**src/rtl/adc_interleave_seq.sv**
```systemverilog
// Selects one of NUM_CH interleaved sub-ADC samples onto a registered x_adc output,
// either by an external channel select or by an internal round-robin sequencer.
module adc_interleave_seq #(
   parameter int DATA_W = 32,
   parameter int NUM_CH = 32,
   parameter int SEL_W  = 5
) (
   input  logic                     clk,
   input  logic                     GlobalReset,
   input  logic [NUM_CH*DATA_W-1:0] x_adc_bus,
   input  logic                     mode,
   input  logic [SEL_W-1:0]         manual_sel,
   input  logic                     start,
   input  logic                     stop,
   input  logic                     cont,
   input  logic                     step_en,
   output logic [DATA_W-1:0]        x_adc,
   output logic                     x_adc_valid,
   output logic [SEL_W-1:0]         x_adc_ch,
   output logic                     frame_done,
   output logic                     busy
);

   typedef enum logic {IDLE, RUN} state_t;

   localparam logic [SEL_W-1:0] LAST_CH   = SEL_W'(NUM_CH - 1);
   localparam logic [SEL_W:0]   NUM_CH_EX = (SEL_W+1)'(NUM_CH);

   state_t              state;
   logic [SEL_W-1:0]    counter;
   logic                stop_pending;
   logic [SEL_W-1:0]    sel_idx;
   logic [DATA_W-1:0]   sel_sample;

   // Out-of-range manual selects fall back to channel 0.
   always_comb begin
      sel_idx = '0;
      if (state == RUN) begin
         sel_idx = counter;
      end else if ({1'b0, manual_sel} < NUM_CH_EX) begin
         sel_idx = manual_sel;
      end
   end

   always_comb begin
      sel_sample = '0;
      for (int k = 0; k < NUM_CH; k++) begin
         if (sel_idx == SEL_W'(k)) begin
            sel_sample = x_adc_bus[k*DATA_W +: DATA_W];
         end
      end
   end

   always_ff @(posedge clk or negedge GlobalReset) begin
      if (!GlobalReset) begin
         state        <= IDLE;
         counter      <= '0;
         stop_pending <= 1'b0;
         x_adc        <= '0;
         x_adc_valid  <= 1'b0;
         x_adc_ch     <= '0;
         frame_done   <= 1'b0;
         busy         <= 1'b0;
      end else begin
         x_adc_valid <= 1'b0;
         frame_done  <= 1'b0;
         case (state)
            IDLE: begin
               stop_pending <= 1'b0;
               if (!mode) begin
                  if (step_en) begin
                     x_adc       <= sel_sample;
                     x_adc_ch    <= sel_idx;
                     x_adc_valid <= 1'b1;
                  end
               end else if (start && !stop) begin
                  state   <= RUN;
                  counter <= '0;
                  busy    <= 1'b1;
               end
            end
            RUN: begin
               if (stop) begin
                  stop_pending <= 1'b1;
               end
               if (step_en) begin
                  x_adc       <= sel_sample;
                  x_adc_ch    <= counter;
                  x_adc_valid <= 1'b1;
                  // Frame end: a stop seen this cycle or earlier ends the run here.
                  if (counter == LAST_CH) begin
                     frame_done <= 1'b1;
                     counter    <= '0;
                     if (!cont || stop_pending || stop) begin
                        state        <= IDLE;
                        busy         <= 1'b0;
                        stop_pending <= 1'b0;
                     end
                  end else begin
                     counter <= counter + 1'b1;
                  end
               end
            end
            default: begin
               state <= IDLE;
               busy  <= 1'b0;
            end
         endcase
      end
   end

endmodule

```
**config.mk**
```make
export PLATFORM = sky130hd
export DESIGN_NAME = adc_interleave_seq
export DESIGN_NICKNAME = d
export VERILOG_FILES = /design/src/rtl/adc_interleave_seq.sv
export SDC_FILE = /design/constraint.sdc
export NUM_CORES = 1
export LEC_CHECK = 0
export BUFFER_PORTS_ARGS = -buffer_cell sky130_fd_sc_hd__buf_2
export CAP_MARGIN = 30
export CORE_AREA = 2 2 421 423
export DETAILED_ROUTE_END_ITERATION = 8
export DIE_AREA = 0 0 423 425
export PLACE_DENSITY = 0.3
export SLEW_MARGIN = 20
export SYNTH_ARGS = -nofsm -noshare
export SYNTH_HDL_FRONTEND = slang
export SYNTH_SLANG_ARGS = --single-unit
```
**constraint.sdc**
```tcl
create_clock -name clk -period 6.41 [get_ports clk]
set_input_delay 0.3205 -clock clk [delete_from_list [all_inputs] [get_ports clk]]
set_output_delay 0.3205 -clock clk [all_outputs]
set_load 0.005 [all_outputs]
```
Word level (Yosys, flattened, before mapping)
Cells that the tools add are included.

cells by class
  equal/unequal tests = 39
  muxes and demuxes = 68
  reduce and logical (&&, ||, !) cells = 9
  bitwise operators = 1
  add/sub/neg operators = 1

operators by type and width
  kind                                                                    count
  32-bit 2-to-1 mux                                                       34
  5-bit equality test (second input constant)                             17
  32-bit case mux with 2 select lines                                     1
  5-bit by 4-bit equality test with 1-bit output (second input constant)  8
  5-bit 2-to-1 mux                                                        8
  5-bit by 3-bit equality test with 1-bit output (second input constant)  4
  5-bit case mux with 2 select lines                                      2
  1-bit 2-to-1 mux                                                        19
  5-bit by 2-bit equality test with 1-bit output (second input constant)  2
  2-bit != test (second input constant)                                   5
  1-bit case mux with 2 select lines                                      4
  3-bit AND reduction                                                     2
  5-bit by 1-bit adder with 5-bit output (second input constant)          1
  5-bit by 1-bit equality test with 1-bit output (second input constant)  1
  5-bit zero test                                                         1
  5-bit AND reduction                                                     1
  2-bit by 1-bit != test with 1-bit output (second input constant)        2
  1-bit zero test                                                         2
  1-bit logical OR                                                        2
  1-bit logical AND                                                       1
  1-bit inverter                                                          1

storage, ports and cells
  output and inout port bits = 40
  flip-flop bits (word level) = 47

Logic depth before layout (Yosys ltp)
Gate-level depths: netlist of run 1.

  depth after elaboration = 37
  mapped depth = 14
  depth with buffers taken out = 9

Least setup slack after synthesis of run 1
No wires, ideal clock.

  kind = register -> register
  start = register state
  end = register x_adc[11]
  data required time = 6290 ps
  path slack = 3831 ps
  cell stages (with the launch flop) = 13
  arrival = 2458 ps
  cells stage by stage = dfrtp_1 buf_6 buf_4 nor3b_1 nor2_1 buf_4 nor2_1 buf_2 a222oi_1 nand2_1 a221oi_1 nand2_1 o211a_1

between the ends
  longest elaborated chain between the ends = 37

RTL lines
  element                              line    source
  start, declared                      29      state_t state;
  start signal, assigned               56      state <= IDLE;
  start signal, assigned               77      state <= RUN;
  start signal, assigned               95      state <= IDLE;
  5-bit 2-to-1 mux                     38      if (state == RUN) begin
  5-bit zero test                      48      if (sel_idx == SEL_W'(k)) begin
  32-bit 2-to-1 mux (32 in a row)      48
  32-bit 2-to-1 mux                    71, 86
  32-bit 2-to-1 mux                    70      if (!mode) begin
  32-bit case mux with 2 select lines  67      case (state)
  end signal, assigned                 72      x_adc <= sel_sample;
  end signal, assigned                 87      x_adc <= sel_sample;
  end, declared                        17      output logic [DATA_W-1:0] x_adc,

Several ways; a longest one is shown, not always the timed one. The select of a mux whose other input is x is not followed.
A chain may end at the register's enable or synchronous reset.

Final worst setup path of run 1
  start = register state
  end = register x_adc[9]

Same word-level chain as after synthesis.

==> results of run 1 <==
[state kept, by name, summed over array words and instances (netlist names)]
| register | cells |
|---|---|
| counter | 5 |
| state | 1 |
| x_adc_ch | 5 |
| x_adc | 32 |
| frame_done | 1 |
| busy | 1 |
| x_adc_valid | 1 |
| stop_pending | 1 |
[worst register-to-register path: cells and delay by family, from the launching register on]
family	cells	cell delay, ns
flops	1	0.77
buf+inv	1	0.40
compound gates	5	2.54
simple gates	3	1.14
[synth_stat cells, types with 7 or more instances]
cell                          n  area (sq um)
sky130_fd_sc_hd__a211oi_1    21           158
sky130_fd_sc_hd__a21o_1      10          75.1
sky130_fd_sc_hd__a21oi_1     94           470
sky130_fd_sc_hd__a221o_1      9          90.1
sky130_fd_sc_hd__a221oi_1    76           666
sky130_fd_sc_hd__a222oi_1    45           450
sky130_fd_sc_hd__a22o_1      11          96.3
sky130_fd_sc_hd__a22oi_1    108           811
sky130_fd_sc_hd__a311oi_1    10          87.6
sky130_fd_sc_hd__a31oi_1     18           113
sky130_fd_sc_hd__buf_2       60           300
sky130_fd_sc_hd__buf_4       14           105
sky130_fd_sc_hd__clkbuf_1    74           278
sky130_fd_sc_hd__dfrtp_1     47          1180
sky130_fd_sc_hd__nand2_1    152           571
sky130_fd_sc_hd__nand2b_1     9          56.3
sky130_fd_sc_hd__nand3_1     23           115
sky130_fd_sc_hd__nor2_1     136           510
sky130_fd_sc_hd__nor3_1      17          85.1
sky130_fd_sc_hd__nor4_1       8          50.1
sky130_fd_sc_hd__o211a_1     11           110
sky130_fd_sc_hd__o211ai_1    25           188
sky130_fd_sc_hd__o21ai_0    126           631
sky130_fd_sc_hd__o221ai_1    18           158
sky130_fd_sc_hd__o22a_1      13           114
sky130_fd_sc_hd__o22ai_1    153           957
sky130_fd_sc_hd__o2bb2ai_1    7          61.3
sky130_fd_sc_hd__o311ai_1     7          61.3
sky130_fd_sc_hd__or4_1       19           143
[logic make-up (layout without fill, tap and decap cells)]
| group | Yosys count | count (layout) | synth area share [%] |
|---|---|---|---|
| AOI/OAI and AO/OA | 820 | 820 | 58.8 |
| and+or+nand+nor | 427 | 427 | 20.8 |
| buffers and inverters | 161 | 1210 | 7.67 |
| DFF | 47 | 47 | 11.8 |
| muxes | 6 | 6 | 0.630 |
| adders and majority gates | 2 | 2 | 0.252 |
| other | 0 | 52 | 0 |
[metal layers]
metal	part of all wire (%)	routed length, um	global-route usage (%)	up-vias
li1	-	-	-	8258
met1	40	78300	25.0	9945
met2	51	99200	37.6	1309
met3	6.2	12100	3.83	367
met4	3.1	6090	5.11	70
met5	0.21	419	0	-
[through the flow]
step,instances,instance area (sq um)
6_report,4904,19000
5_1_grt,4882,19000
4_1_cts,4851,18900
3_5_place_dp,4842,18700
3_3_place_gp,4828,18600
2_1_floorplan,1463,9940
[path summary, 6_finish.rpt]
kind	cells past startpoint	startpoint	slack [ns]	endpoint
setup / recovery	9	state$_DFF_PN0_	1.46	x_adc[9]$_DFFE_PN0P_
hold / removal	2	stop	0.28	stop_pending$_DFF_PN0_
setup reg to reg	9	state$_DFF_PN0_	1.46	x_adc[9]$_DFFE_PN0P_
hold reg to reg	2	x_adc_ch[0]$_DFFE_PN0P_	0.49	x_adc_ch[0]$_DFFE_PN0P_
max in group asynchronous	3	GlobalReset	5.02	x_adc[26]$_DFFE_PN0P_
min in group asynchronous	2	GlobalReset	0.45	x_adc[7]$_DFFE_PN0P_
[layout make-up]
class / instances / area (sq um) / share of cell area, %
Antenna cell: 52 / 130 / 0.684
Sequential cell: 47 / 1180 / 6.19
Inverter: 7 / 26.3 / 0.138
Multi-Input combinational cell: 1255 / 8310 / 43.7
Clock inverter: 1 / 5.00 / 0.0263
Timing Repair Buffer: 1195 / 6290 / 33.1
Tap cell: 2340 / 2930 / 15.4
Clock buffer: 7 / 143 / 0.750
[where the power goes]
part / total, mW / switching [mW] / internal [mW] / leakage, nW
clock: 0.333 / 0.176 / 0.157 / 0.0742
combinational: 6.87 / 4.82 / 2.05 / 7.49
sequential: 0.657 / 0.217 / 0.439 / 0.568
==> flow_results.xml, run 1 <==
<?xml version="1.0" encoding="UTF-8"?>
<metrics>
  <group name="critical_path">
    <metric name="stage_delay_of_the_slowest_cell_on_the_critical_path" unit="ns">0.91</metric>
    <metric name="crit_buf_inv" unit="">1</metric>
    <metric name="critPathTopFamily" unit="">compound AO/OA/AOI/OAI gates</metric>
    <metric name="cp_data_required_time" unit="ns">6.64</metric>
    <metric name="critical_path.slowest_cell" unit="">sky130_fd_sc_hd__a2111oi_1</metric>
    <metric name="crit_path_capture_type" unit="">flip-flop</metric>
    <metric name="cp_cell_sequence" unit="">buf_4, or3_1, nand2_2, a21oi_2, o211ai_1, a2111oi_1, or4_1, a21oi_1, o211a_1</metric>
    <metric name="cp_data_arrival_time" unit="ns">5.18</metric>
    <metric name="setup.worst_path.class" unit="">reg -&gt; reg</metric>
    <metric name="timing.critical_path.from_type" unit="">flip-flop</metric>
    <metric name="critical_path_peak_fanout" unit="">33</metric>
  </group>
  <group name="die">
    <metric name="initial_core_util" unit="%">5.67</metric>
    <metric name="chipWidth" unit="um">423</metric>
    <metric name="design.portCount" unit="">1076</metric>
    <metric name="die_area" unit="sq um">180000</metric>
    <metric name="height_of_the_chip" unit="um">425</metric>
    <metric name="core.rowCount" unit="">154</metric>
    <metric name="core_area" unit="sq um">175000</metric>
  </group>
  <group name="place">
    <metric name="io_buffer_count" unit="">1075</metric>
    <metric name="dp.final_hpwl" unit="mm">174</metric>
    <metric name="dp_worst_setup_slack" unit="ns">1.40</metric>
    <metric name="place_congestion" unit="">0.954</metric>
  </group>
  <group name="logic_synthesis">
    <metric name="post_synth_num_cell_types" unit="">83</metric>
    <metric name="synth_area_per_cell" unit="sq um">6.79</metric>
    <metric name="yosysWarnings" unit="">0</metric>
    <metric name="synth_nets" unit="">2501</metric>
    <metric name="primary_flip_flop_cell_chosen_by_synthesis_mapping" unit="">sky130_fd_sc_hd__dfrtp_1</metric>
    <metric name="syn_area" unit="sq um">9940</metric>
    <metric name="fraction_of_the_yosys_area_taken_by_sequential_cells" unit="%">11.8</metric>
    <metric name="syn-instance-count" unit="">1463</metric>
    <metric name="synth-seq-cells" unit="">47</metric>
    <metric name="async_flop_share" unit="%">100</metric>
    <metric name="synth_edf_count" unit="">0</metric>
  </group>
  <group name="layout">
    <metric name="most-common-layout-cells" unit="">1,077 x sky130_fd_sc_hd__buf_2, 151 x sky130_fd_sc_hd__o22ai_1, 146 x sky130_fd_sc_hd__nand2_1</metric>
    <metric name="layout-drive-gt1-share" unit="%">51.0</metric>
    <metric name="final.fill_count" unit="">20810</metric>
    <metric name="areaGrowthSynthToFinish" unit="%">91.3</metric>
    <metric name="num-nets-final" unit="">3549</metric>
    <metric name="mostFrequentLayoutCell" unit="">sky130_fd_sc_hd__buf_2</metric>
    <metric name="final_util" unit="%">10.8</metric>
  </group>
  <group name="sta">
    <metric name="timing_hold_violations_final" unit="">0</metric>
    <metric name="fin_skew" unit="ns">0.0246</metric>
    <metric name="number_of_pins_with_negative_max_slew_slack_in_the_final_report" unit="">0</metric>
    <metric name="final-setup-viol-count" unit="">0</metric>
    <metric name="worst_pin_slew" unit="ns">1.14</metric>
    <metric name="slew-limit-headroom" unit="%">23.3</metric>
    <metric name="post-route-period-util" unit="%">77.3</metric>
    <metric name="layout_setup_ws" unit="ns">1.46</metric>
    <metric name="grt_setup_unrepaired" unit="">no</metric>
    <metric name="hold_ws" unit="ns">0.284</metric>
    <metric name="fin_tns_setup" unit="ns">0</metric>
    <metric name="max_clock_freq" unit="GHz">0.202</metric>
    <metric name="post-route-min-period" unit="ns">4.95</metric>
  </group>
  <group name="clock_tree">
    <metric name="cts_tree" unit="">built</metric>
    <metric name="post_cts.repair.setup_buffers" unit="">0</metric>
    <metric name="postCtsHoldBufs" unit="">1</metric>
    <metric name="cts.sinks" unit="">47</metric>
    <metric name="postCtsResizedCells" unit="">0</metric>
    <metric name="worstSkewPairLatency" unit="ns">0.36</metric>
    <metric name="cts_buf_count" unit="">5</metric>
    <metric name="cts-root-to-sink-buffers" unit="">2</metric>
    <metric name="ctsHtreeMaxLevel" unit="">2</metric>
    <metric name="clk_root_buffer_cell" unit="">sky130_fd_sc_hd__clkbuf_16</metric>
    <metric name="path_clk_slew" unit="ns">0.08</metric>
  </group>
  <group name="power_and_ir_drop">
    <metric name="power_per_cell_area" unit="nW/um^2">413</metric>
    <metric name="irDropWorstVdd" unit="mV">0.195</metric>
    <metric name="post-layout-total-power" unit="mW">7.86</metric>
    <metric name="power_leakage" unit="nW">8.14</metric>
  </group>
  <group name="global_route">
    <metric name="grt_util_all_layers" unit="%">20.7</metric>
    <metric name="grt_pass1_vias" unit="">19349</metric>
    <metric name="grt_pass1_wl" unit="mm">237</metric>
    <metric name="global_route.overflow_total" unit="">0</metric>
    <metric name="antenna_found_initial" unit="">214</metric>
    <metric name="largest_net_degree_at_the_start_of_global_routing" unit="">38</metric>
  </group>
  <group name="routing">
    <metric name="detail_route.first_pass.iterations" unit="">9</metric>
    <metric name="detailedRoute.firstIterationViolations" unit="">1877</metric>
    <metric name="ratio_of_routed_vias_to_standard_cells" unit="">4.07</metric>
    <metric name="via_count" unit="">19949</metric>
    <metric name="antenna_viol_nets_final" unit="">0</metric>
    <metric name="postRouteWirelength" unit="mm">196</metric>
    <metric name="wl_per_cell" unit="um">40.0</metric>
    <metric name="drcViolationCount" unit="">6</metric>
  </group>
  <group name="status">
    <metric name="violations" unit="">DRC</metric>
    <metric name="outcome" unit="">complete, but fails checks</metric>
  </group>
  <group name="run">
    <metric name="timing.max_cap.violations" unit="">0</metric>
  </group>
  <group name="min_path">
    <metric name="hold_class" unit="">in -&gt; reg</metric>
  </group>
</metrics>
(Power assumes the default switching activity.)
==> run 2: changes to the inputs <==
--- a/config.mk
+++ b/config.mk
@@ -5,11 +5,12 @@
 export SDC_FILE = /design/constraint.sdc
 export NUM_CORES = 1
 export LEC_CHECK = 0
+export ABC_AREA = 1
 export BUFFER_PORTS_ARGS = -buffer_cell sky130_fd_sc_hd__buf_2
 export CAP_MARGIN = 30
-export CORE_AREA = 2 2 421 423
+export CORE_AREA = 2 2 422 424
 export DETAILED_ROUTE_END_ITERATION = 8
-export DIE_AREA = 0 0 423 425
+export DIE_AREA = 0 0 424 426
 export PLACE_DENSITY = 0.3
 export SLEW_MARGIN = 20
 export SYNTH_ARGS = -nofsm -noshare
==> constraint.sdc (replaced) <==
create_clock -name clk -period 4 [get_ports clk]
set_input_delay 0.2 -clock clk [delete_from_list [all_inputs] [get_ports clk]]
set_output_delay 0.2 -clock clk [all_outputs]
set_load 0.005 [all_outputs]
==> flow_results.xml, run 2 <==
<?xml version="1.0" encoding="UTF-8"?>
<metrics>
  <group name="power_and_ir_drop">
    <metric name="power_leakage" unit="nW">11.3</metric>
    <metric name="irDropWorstVdd" unit="mV">0.239</metric>
    <metric name="power_per_cell_area" unit="nW/um^2">805</metric>
  </group>
  <group name="critical_path">
    <metric name="stage_delay_of_the_slowest_cell_on_the_critical_path" unit="ns">0.45</metric>
    <metric name="reg2reg_setup_slack" unit="ns">-0.50</metric>
    <metric name="first_element_of_the_critical_path" unit="">state$_DFF_PN0_</metric>
    <metric name="critical_path_peak_fanout" unit="">12</metric>
    <metric name="setup.worst_path.class" unit="">reg -&gt; reg</metric>
    <metric name="crit_path_capture_type" unit="">flip-flop</metric>
    <metric name="critical_path.slowest_cell" unit="">sky130_fd_sc_hd__dfrtp_2</metric>
    <metric name="cp_data_arrival_time" unit="ns">4.73</metric>
    <metric name="timing.critical_path.from_type" unit="">flip-flop</metric>
    <metric name="setup.worst_path.end" unit="">x_adc[13]$_DFFE_PN0P_</metric>
    <metric name="crit-reg2reg-launch" unit="">state$_DFF_PN0_</metric>
    <metric name="critPathMostFrequentCell" unit="">sky130_fd_sc_hd__nand4_1</metric>
    <metric name="reg_to_reg_critical_path_endpoint" unit="">x_adc[13]$_DFFE_PN0P_</metric>
    <metric name="cp_data_required_time" unit="ns">4.22</metric>
    <metric name="reg2reg_depth" unit="">28</metric>
  </group>
  <group name="sta">
    <metric name="fin_tns_setup" unit="ns">-3.07</metric>
    <metric name="number_of_pins_with_negative_max_slew_slack_in_the_final_report" unit="">0</metric>
    <metric name="fin_skew" unit="ns">0.0119</metric>
    <metric name="worst_pin_slew" unit="ns">0.967</metric>
    <metric name="final-setup-viol-count" unit="">17</metric>
    <metric name="timing_hold_violations_final" unit="">0</metric>
    <metric name="layout_setup_ws" unit="ns">-0.504</metric>
    <metric name="post-route-min-period" unit="ns">4.50</metric>
    <metric name="post-route-period-util" unit="%">113</metric>
    <metric name="slew-limit-headroom" unit="%">35.4</metric>
    <metric name="grt_setup_unrepaired" unit="">yes</metric>
    <metric name="max_clock_freq" unit="GHz">0.222</metric>
  </group>
  <group name="clock_tree">
    <metric name="worstSkewPairLatency" unit="ns">0.34</metric>
    <metric name="cts_tree" unit="">built</metric>
    <metric name="cts.sinks" unit="">47</metric>
    <metric name="path_clk_slew" unit="ns">0.08</metric>
    <metric name="cts_buf_count" unit="">5</metric>
    <metric name="ctsHtreeMaxLevel" unit="">2</metric>
    <metric name="cts-root-to-sink-buffers" unit="">2</metric>
    <metric name="clk_root_buffer_cell" unit="">sky130_fd_sc_hd__clkbuf_16</metric>
  </group>
  <group name="layout">
    <metric name="layout-drive-gt1-share" unit="%">45.4</metric>
    <metric name="final_design_area_no_fill" unit="sq um">22000</metric>
    <metric name="most-common-layout-cells" unit="">1,075 x sky130_fd_sc_hd__buf_2, 827 x sky130_fd_sc_hd__nand2_1, 315 x sky130_fd_sc_hd__nor2_1</metric>
    <metric name="reg_top3" unit="">x_adc (32), counter (5), x_adc_ch (5)</metric>
    <metric name="num-nets-final" unit="">4522</metric>
    <metric name="register_bank_with_the_most_flops" unit="">x_adc</metric>
    <metric name="mostFrequentLayoutCell" unit="">sky130_fd_sc_hd__buf_2</metric>
    <metric name="final_util" unit="%">12.5</metric>
    <metric name="final.fill_count" unit="">21180</metric>
    <metric name="areaGrowthSynthToFinish" unit="%">108</metric>
    <metric name="largest_register_ffs" unit="">32</metric>
  </group>
  <group name="place">
    <metric name="dp_worst_setup_slack" unit="ns">-1.61</metric>
    <metric name="dp.final_hpwl" unit="mm">137</metric>
    <metric name="io_buffer_count" unit="">1075</metric>
    <metric name="place_congestion" unit="">0.954</metric>
    <metric name="placed_cell_area" unit="sq um">20800</metric>
  </group>
  <group name="logic_synthesis">
    <metric name="netlist.area_leader.share" unit="%">31.2</metric>
    <metric name="yosysMostFrequentCell" unit="">sky130_fd_sc_hd__nand2_1</metric>
    <metric name="primary_flip_flop_cell_chosen_by_synthesis_mapping" unit="">sky130_fd_sc_hd__dfrtp_1</metric>
    <metric name="syn_area" unit="sq um">10600</metric>
    <metric name="synth_edf_count" unit="">0</metric>
    <metric name="async_flop_share" unit="%">100</metric>
    <metric name="fraction_of_the_yosys_area_taken_by_sequential_cells" unit="%">11.1</metric>
    <metric name="synth.largest_area_cell" unit="">sky130_fd_sc_hd__nand2_1</metric>
    <metric name="post_synth_num_cell_types" unit="">32</metric>
    <metric name="synth_nets" unit="">3298</metric>
    <metric name="synth-seq-cells" unit="">47</metric>
    <metric name="ys_top_cells_by_count" unit="">880 x sky130_fd_sc_hd__nand2_1, 403 x sky130_fd_sc_hd__nor2_1, 294 x sky130_fd_sc_hd__inv_1</metric>
    <metric name="synth_area_per_cell" unit="sq um">4.69</metric>
    <metric name="post_synth_main_area_contributors" unit="">sky130_fd_sc_hd__nand2_1 31%, sky130_fd_sc_hd__nor2_1 14%, sky130_fd_sc_hd__nand4_1 11%</metric>
    <metric name="yosysWarnings" unit="">0</metric>
    <metric name="syn-instance-count" unit="">2260</metric>
  </group>
  <group name="global_route">
    <metric name="antenna_found_initial" unit="">77</metric>
    <metric name="grt_pass1_vias" unit="">20245</metric>
    <metric name="largest_net_degree_at_the_start_of_global_routing" unit="">34</metric>
    <metric name="global_route.overflow_total" unit="">0</metric>
    <metric name="grt_pass1_wl" unit="mm">188</metric>
    <metric name="grt_util_all_layers" unit="%">15.7</metric>
  </group>
  <group name="die">
    <metric name="height_of_the_chip" unit="um">426</metric>
    <metric name="design.portCount" unit="">1076</metric>
    <metric name="chipWidth" unit="um">424</metric>
    <metric name="core.rowCount" unit="">154</metric>
    <metric name="die_area" unit="sq um">181000</metric>
    <metric name="initial_core_util" unit="%">6.03</metric>
    <metric name="core_area" unit="sq um">176000</metric>
  </group>
  <group name="routing">
    <metric name="antenna_viol_nets_final" unit="">0</metric>
    <metric name="drcViolationCount" unit="">0</metric>
    <metric name="via_count" unit="">19726</metric>
    <metric name="wl_per_cell" unit="um">25.7</metric>
    <metric name="postRouteWirelength" unit="mm">150</metric>
    <metric name="detailedRoute.firstIterationViolations" unit="">888</metric>
    <metric name="ratio_of_routed_vias_to_standard_cells" unit="">3.38</metric>
    <metric name="detail_route.first_pass.iterations" unit="">5</metric>
  </group>
  <group name="status">
    <metric name="outcome" unit="">complete, but fails checks</metric>
    <metric name="violations" unit="">setup timing</metric>
  </group>
  <group name="min_path">
    <metric name="hold_class" unit="">in -&gt; reg</metric>
  </group>
  <group name="run">
    <metric name="timing.max_cap.violations" unit="">0</metric>
  </group>
</metrics>
==> run 2: cell types whose count changed after synthesis, sizes merged, moves of 76 or more <==
cell    before  now
a221oi      76    0
a22oi      112    0
inv          7  301
nand2      156  891
nand3       24  126
nand4        6  192
nor2       137  411
o21ai      131   44
o22ai      156    1
==> run 2: power by group <==
part           total [mW]  internal (mW)  switching, mW
sequential          0.855          0.698          0.157
clock               0.610          0.360          0.250
combinational        16.3           6.03           10.2
==> run 2: repair_timing <==
item | in CTS | in global routing
hold endpoints to repair | 19 | 0
gates cloned | 0 | 1
setup buffers | 9 | 5
endpoints found under the setup margin | 31 | 32
pin swaps | 59 | 75
hold buffers | 1 | 0
resized for setup | 165 | 89
==> run 2: layout make-up <==
cell class              instances  area, sq um  share of cell area [%]
clock buffers                   5          125                   0.568
repair buffers               1325         7910                    35.9
clock inverters                 3         67.6                   0.307
diodes                         12         30.0                   0.136
inverters                     304         1150                    5.21
flip-flops and latches         47         1180                    5.34
well taps                    2340         2930                    13.3
multi-input cells            1801         8660                    39.3
==> run 2: stage by stage <==
step | std cells | power [mW] | hold slack [ns]
2_1_floorplan | 2260 | 5.46 | -0.0956
3_3_place_gp | 5805 | 16.1 | 0.245
3_5_place_dp | 5805 | 16.0 | 0.249
4_1_cts | 5818 | 17.9 | 0.110
5_1_grt | 5831 | 19.2 | 0.158
6_report | 5837 | 17.7 | 0.142
==> run 2: cell families (layout without fill, tap and decap cells) <==
kind of cell,count (synthesis),in the layout,share of synthesized area (%)
fa+ha+maj,2,2,0.236
buf+inv,413,1637,15.3
flops,47,47,11.1
other cells,0,12,0
compound gates,109,109,5.30
xor+xnor,1,1,0.0827
simple gates,1688,1689,68.0
==> run 2: worst min path at each step <==
stage / slack [ns] / startpoint / to / cells past startpoint
final: 0.14 / stop / stop_pending$_DFF_PN0_ / 3
after global routing: 0.16 / stop / stop_pending$_DFF_PN0_ / 3
after CTS: 0.11 / stop / stop_pending$_DFF_PN0_ / 3
after detailed placement: 0.25 / GlobalReset / x_adc_valid$_DFF_PN0_ / 1
after global placement: 0.25 / GlobalReset / x_adc_valid$_DFF_PN0_ / 1
after floorplan: -0.1 / GlobalReset / busy$_DFFE_PN0P_ / 0
==> run 2: critical path, delay by kind of cell (launching register included) <==
| family | cells | cell delay, ns |
|---|---|---|
| and+or+nand+nor | 21 | 2.73 |
| buffers and inverters | 6 | 1.05 |
| DFF | 1 | 0.45 |
| AOI/OAI and AO/OA | 1 | 0.11 |
==> run 2: metal layers <==
layer	global-route usage [%]	share of wire (%)	vias to the layer above
met5	0	0.091	-
met4	2.37	1.6	22
met3	2.01	4.4	133
met2	29.9	53	812
met1	18.8	41	9272
li1	-	-	9487
==> run 3: changes to the inputs <==
--- a/config.mk
+++ b/config.mk
@@ -9,9 +9,11 @@
 export BUFFER_PORTS_ARGS = -buffer_cell sky130_fd_sc_hd__buf_2
 export CAP_MARGIN = 30
 export CORE_AREA = 2 2 422 424
+export CTS_BUF_LIST = sky130_fd_sc_hd__clkbuf_8
 export DETAILED_ROUTE_END_ITERATION = 8
 export DIE_AREA = 0 0 424 426
 export PLACE_DENSITY = 0.3
+export RECOVER_POWER = 50
 export SLEW_MARGIN = 20
 export SYNTH_ARGS = -nofsm -noshare
 export SYNTH_HDL_FRONTEND = slang
==> flow_results.xml, run 3 (synthesized netlist as in run 2, its figures left out) <==
<?xml version="1.0" encoding="UTF-8"?>
<metrics>
  <group name="status">
    <metric name="outcome" unit="">complete, but fails checks</metric>
    <metric name="violations" unit="">setup timing</metric>
  </group>
  <group name="critical_path">
    <metric name="critPathMostFrequentCell" unit="">sky130_fd_sc_hd__nand4_1</metric>
    <metric name="setup.worst_path.class" unit="">reg -&gt; reg</metric>
    <metric name="critical_path_peak_fanout" unit="">12</metric>
    <metric name="crit_path_capture_type" unit="">flip-flop</metric>
    <metric name="critical_path.slowest_cell" unit="">sky130_fd_sc_hd__dfrtp_2</metric>
    <metric name="cp_data_required_time" unit="ns">4.27</metric>
    <metric name="timing.critical_path.from_type" unit="">flip-flop</metric>
    <metric name="reg2reg_depth" unit="">28</metric>
    <metric name="reg2reg_setup_slack" unit="ns">-0.47</metric>
    <metric name="cp_data_arrival_time" unit="ns">4.74</metric>
    <metric name="stage_delay_of_the_slowest_cell_on_the_critical_path" unit="ns">0.46</metric>
  </group>
  <group name="clock_tree">
    <metric name="clk_root_buffer_cell" unit="">sky130_fd_sc_hd__clkbuf_8</metric>
    <metric name="worstSkewPairLatency" unit="ns">0.39</metric>
    <metric name="ctsHtreeMaxLevel" unit="">2</metric>
    <metric name="cts_tree" unit="">built</metric>
    <metric name="cts_buf_count" unit="">5</metric>
    <metric name="cts.sinks" unit="">47</metric>
    <metric name="cts-root-to-sink-buffers" unit="">2</metric>
    <metric name="path_clk_slew" unit="ns">0.11</metric>
  </group>
  <group name="global_route">
    <metric name="grt_pass1_wl" unit="mm">188</metric>
    <metric name="global_route.overflow_total" unit="">0</metric>
    <metric name="grt_pass1_vias" unit="">20190</metric>
    <metric name="grt_util_all_layers" unit="%">15.7</metric>
    <metric name="largest_net_degree_at_the_start_of_global_routing" unit="">34</metric>
    <metric name="antenna_found_initial" unit="">78</metric>
  </group>
  <group name="sta">
    <metric name="grt_setup_unrepaired" unit="">yes</metric>
    <metric name="slew-limit-headroom" unit="%">2.04</metric>
    <metric name="final-setup-viol-count" unit="">21</metric>
    <metric name="post-route-period-util" unit="%">112</metric>
    <metric name="worst_pin_slew" unit="ns">1.47</metric>
    <metric name="max_clock_freq" unit="GHz">0.224</metric>
    <metric name="post-route-min-period" unit="ns">4.47</metric>
    <metric name="fin_skew" unit="ns">0.0202</metric>
    <metric name="timing_hold_violations_final" unit="">0</metric>
    <metric name="number_of_pins_with_negative_max_slew_slack_in_the_final_report" unit="">0</metric>
    <metric name="layout_setup_ws" unit="ns">-0.472</metric>
  </group>
  <group name="power_and_ir_drop">
    <metric name="irDropWorstVdd" unit="mV">0.230</metric>
    <metric name="power_leakage" unit="nW">11.2</metric>
    <metric name="power_per_cell_area" unit="nW/um^2">803</metric>
    <metric name="post-layout-total-power" unit="mW">17.7</metric>
  </group>
  <group name="layout">
    <metric name="largest_register_ffs" unit="">32</metric>
    <metric name="register_bank_with_the_most_flops" unit="">x_adc</metric>
    <metric name="final_util" unit="%">12.5</metric>
    <metric name="mostFrequentLayoutCell" unit="">sky130_fd_sc_hd__buf_2</metric>
    <metric name="reg_top3" unit="">x_adc (32), counter (5), x_adc_ch (5)</metric>
    <metric name="most-common-layout-cells" unit="">1,049 x sky130_fd_sc_hd__buf_2, 820 x sky130_fd_sc_hd__nand2_1, 316 x sky130_fd_sc_hd__nor2_1</metric>
    <metric name="layout-drive-gt1-share" unit="%">44.8</metric>
    <metric name="num-nets-final" unit="">4532</metric>
    <metric name="final-instance-count-excl-fill" unit="">5847</metric>
    <metric name="areaGrowthSynthToFinish" unit="%">108</metric>
  </group>
  <group name="die">
    <metric name="core_area" unit="sq um">176000</metric>
    <metric name="height_of_the_chip" unit="um">426</metric>
    <metric name="core.rowCount" unit="">154</metric>
    <metric name="design.portCount" unit="">1076</metric>
    <metric name="die_area" unit="sq um">181000</metric>
    <metric name="chipWidth" unit="um">424</metric>
    <metric name="initial_core_util" unit="%">6.03</metric>
  </group>
  <group name="place">
    <metric name="dp_worst_setup_slack" unit="ns">-1.61</metric>
    <metric name="io_buffer_count" unit="">1075</metric>
    <metric name="dp.final_hpwl" unit="mm">137</metric>
    <metric name="place_congestion" unit="">0.954</metric>
    <metric name="placed_cells" unit="">5805</metric>
  </group>
  <group name="run">
    <metric name="timing.max_cap.violations" unit="">0</metric>
  </group>
  <group name="routing">
    <metric name="antenna_viol_nets_final" unit="">0</metric>
    <metric name="wl_per_cell" unit="um">25.8</metric>
    <metric name="via_count" unit="">19822</metric>
    <metric name="drcViolationCount" unit="">0</metric>
    <metric name="detail_route.first_pass.iterations" unit="">5</metric>
    <metric name="ratio_of_routed_vias_to_standard_cells" unit="">3.39</metric>
    <metric name="detailedRoute.firstIterationViolations" unit="">914</metric>
    <metric name="postRouteWirelength" unit="mm">151</metric>
  </group>
  <group name="min_path">
    <metric name="timing.hold.worst_path_depth" unit="">3</metric>
    <metric name="hold_class" unit="">in -&gt; reg</metric>
  </group>
</metrics>
-- run 3: layout make-up --
cell class / instances / area, sq um
Fill cell: 21182 / 154000
Multi-Input combinational cell: 1802 / 8660
Timing Repair Buffer: 1334 / 7950
Tap cell: 2340 / 2930
Sequential cell: 47 / 1180
Inverter: 304 / 1150
Clock buffer: 5 / 68.8
Clock inverter: 3 / 67.6
Antenna cell: 12 / 30.0
-- run 3: timing repair --
item                                    CTS  global route
resized for setup                       155           106
buffers inserted                          9            14
endpoints found under the setup margin   31            32
hold endpoints to repair                 19             0
hold buffers                              1             0
gates cloned                              0             2
pin swaps                                56            80
-- run 3: worst paths after layout --
check,start,to
max,state$_DFF_PN0_,x_adc[13]$_DFFE_PN0P_
min,stop,stop_pending$_DFF_PN0_
max reg2reg,state$_DFF_PN0_,x_adc[13]$_DFFE_PN0P_
min reg2reg,x_adc[3]$_DFFE_PN0P_,x_adc[3]$_DFFE_PN0P_
max in group asynchronous,GlobalReset,state$_DFF_PN0_
min in group asynchronous,GlobalReset,x_adc_valid$_DFF_PN0_
-- run 3: routing by layer --
metal | track usage (%) | vias up | share of wire (%)
met1 | 18.8 | 9330 | 40
met2 | 29.9 | 815 | 53
met3 | 1.94 | 150 | 4.5
met4 | 2.38 | 20 | 1.8
li1 | - | 9507 | -
met5 | 0 | - | 0.078
-- run 3: power by group --
group	internal, mW	switching, mW
sequential	0.697	0.161
combinational	6.08	10.3
clock	0.250	0.236
-- run 3: worst max-delay path: cells and delay by family, from the launching register on --
family | cells | cell delay (ns)
compound gates | 1 | 0.10
flops | 1 | 0.46
simple gates | 21 | 2.71
buf+inv | 6 | 1.04
-- run 3: through the flow --
step	area, sq um	setup TNS, ns	hold slack, ns
detailed placement	20800	-12.34	0.249
floorplan	10600	0	-0.0956
global placement	20800	-12.29	0.245
global route	22000	-10.77	0.0987
CTS	21500	-8.05	0.0472
finish	22000	-3.29	0.102
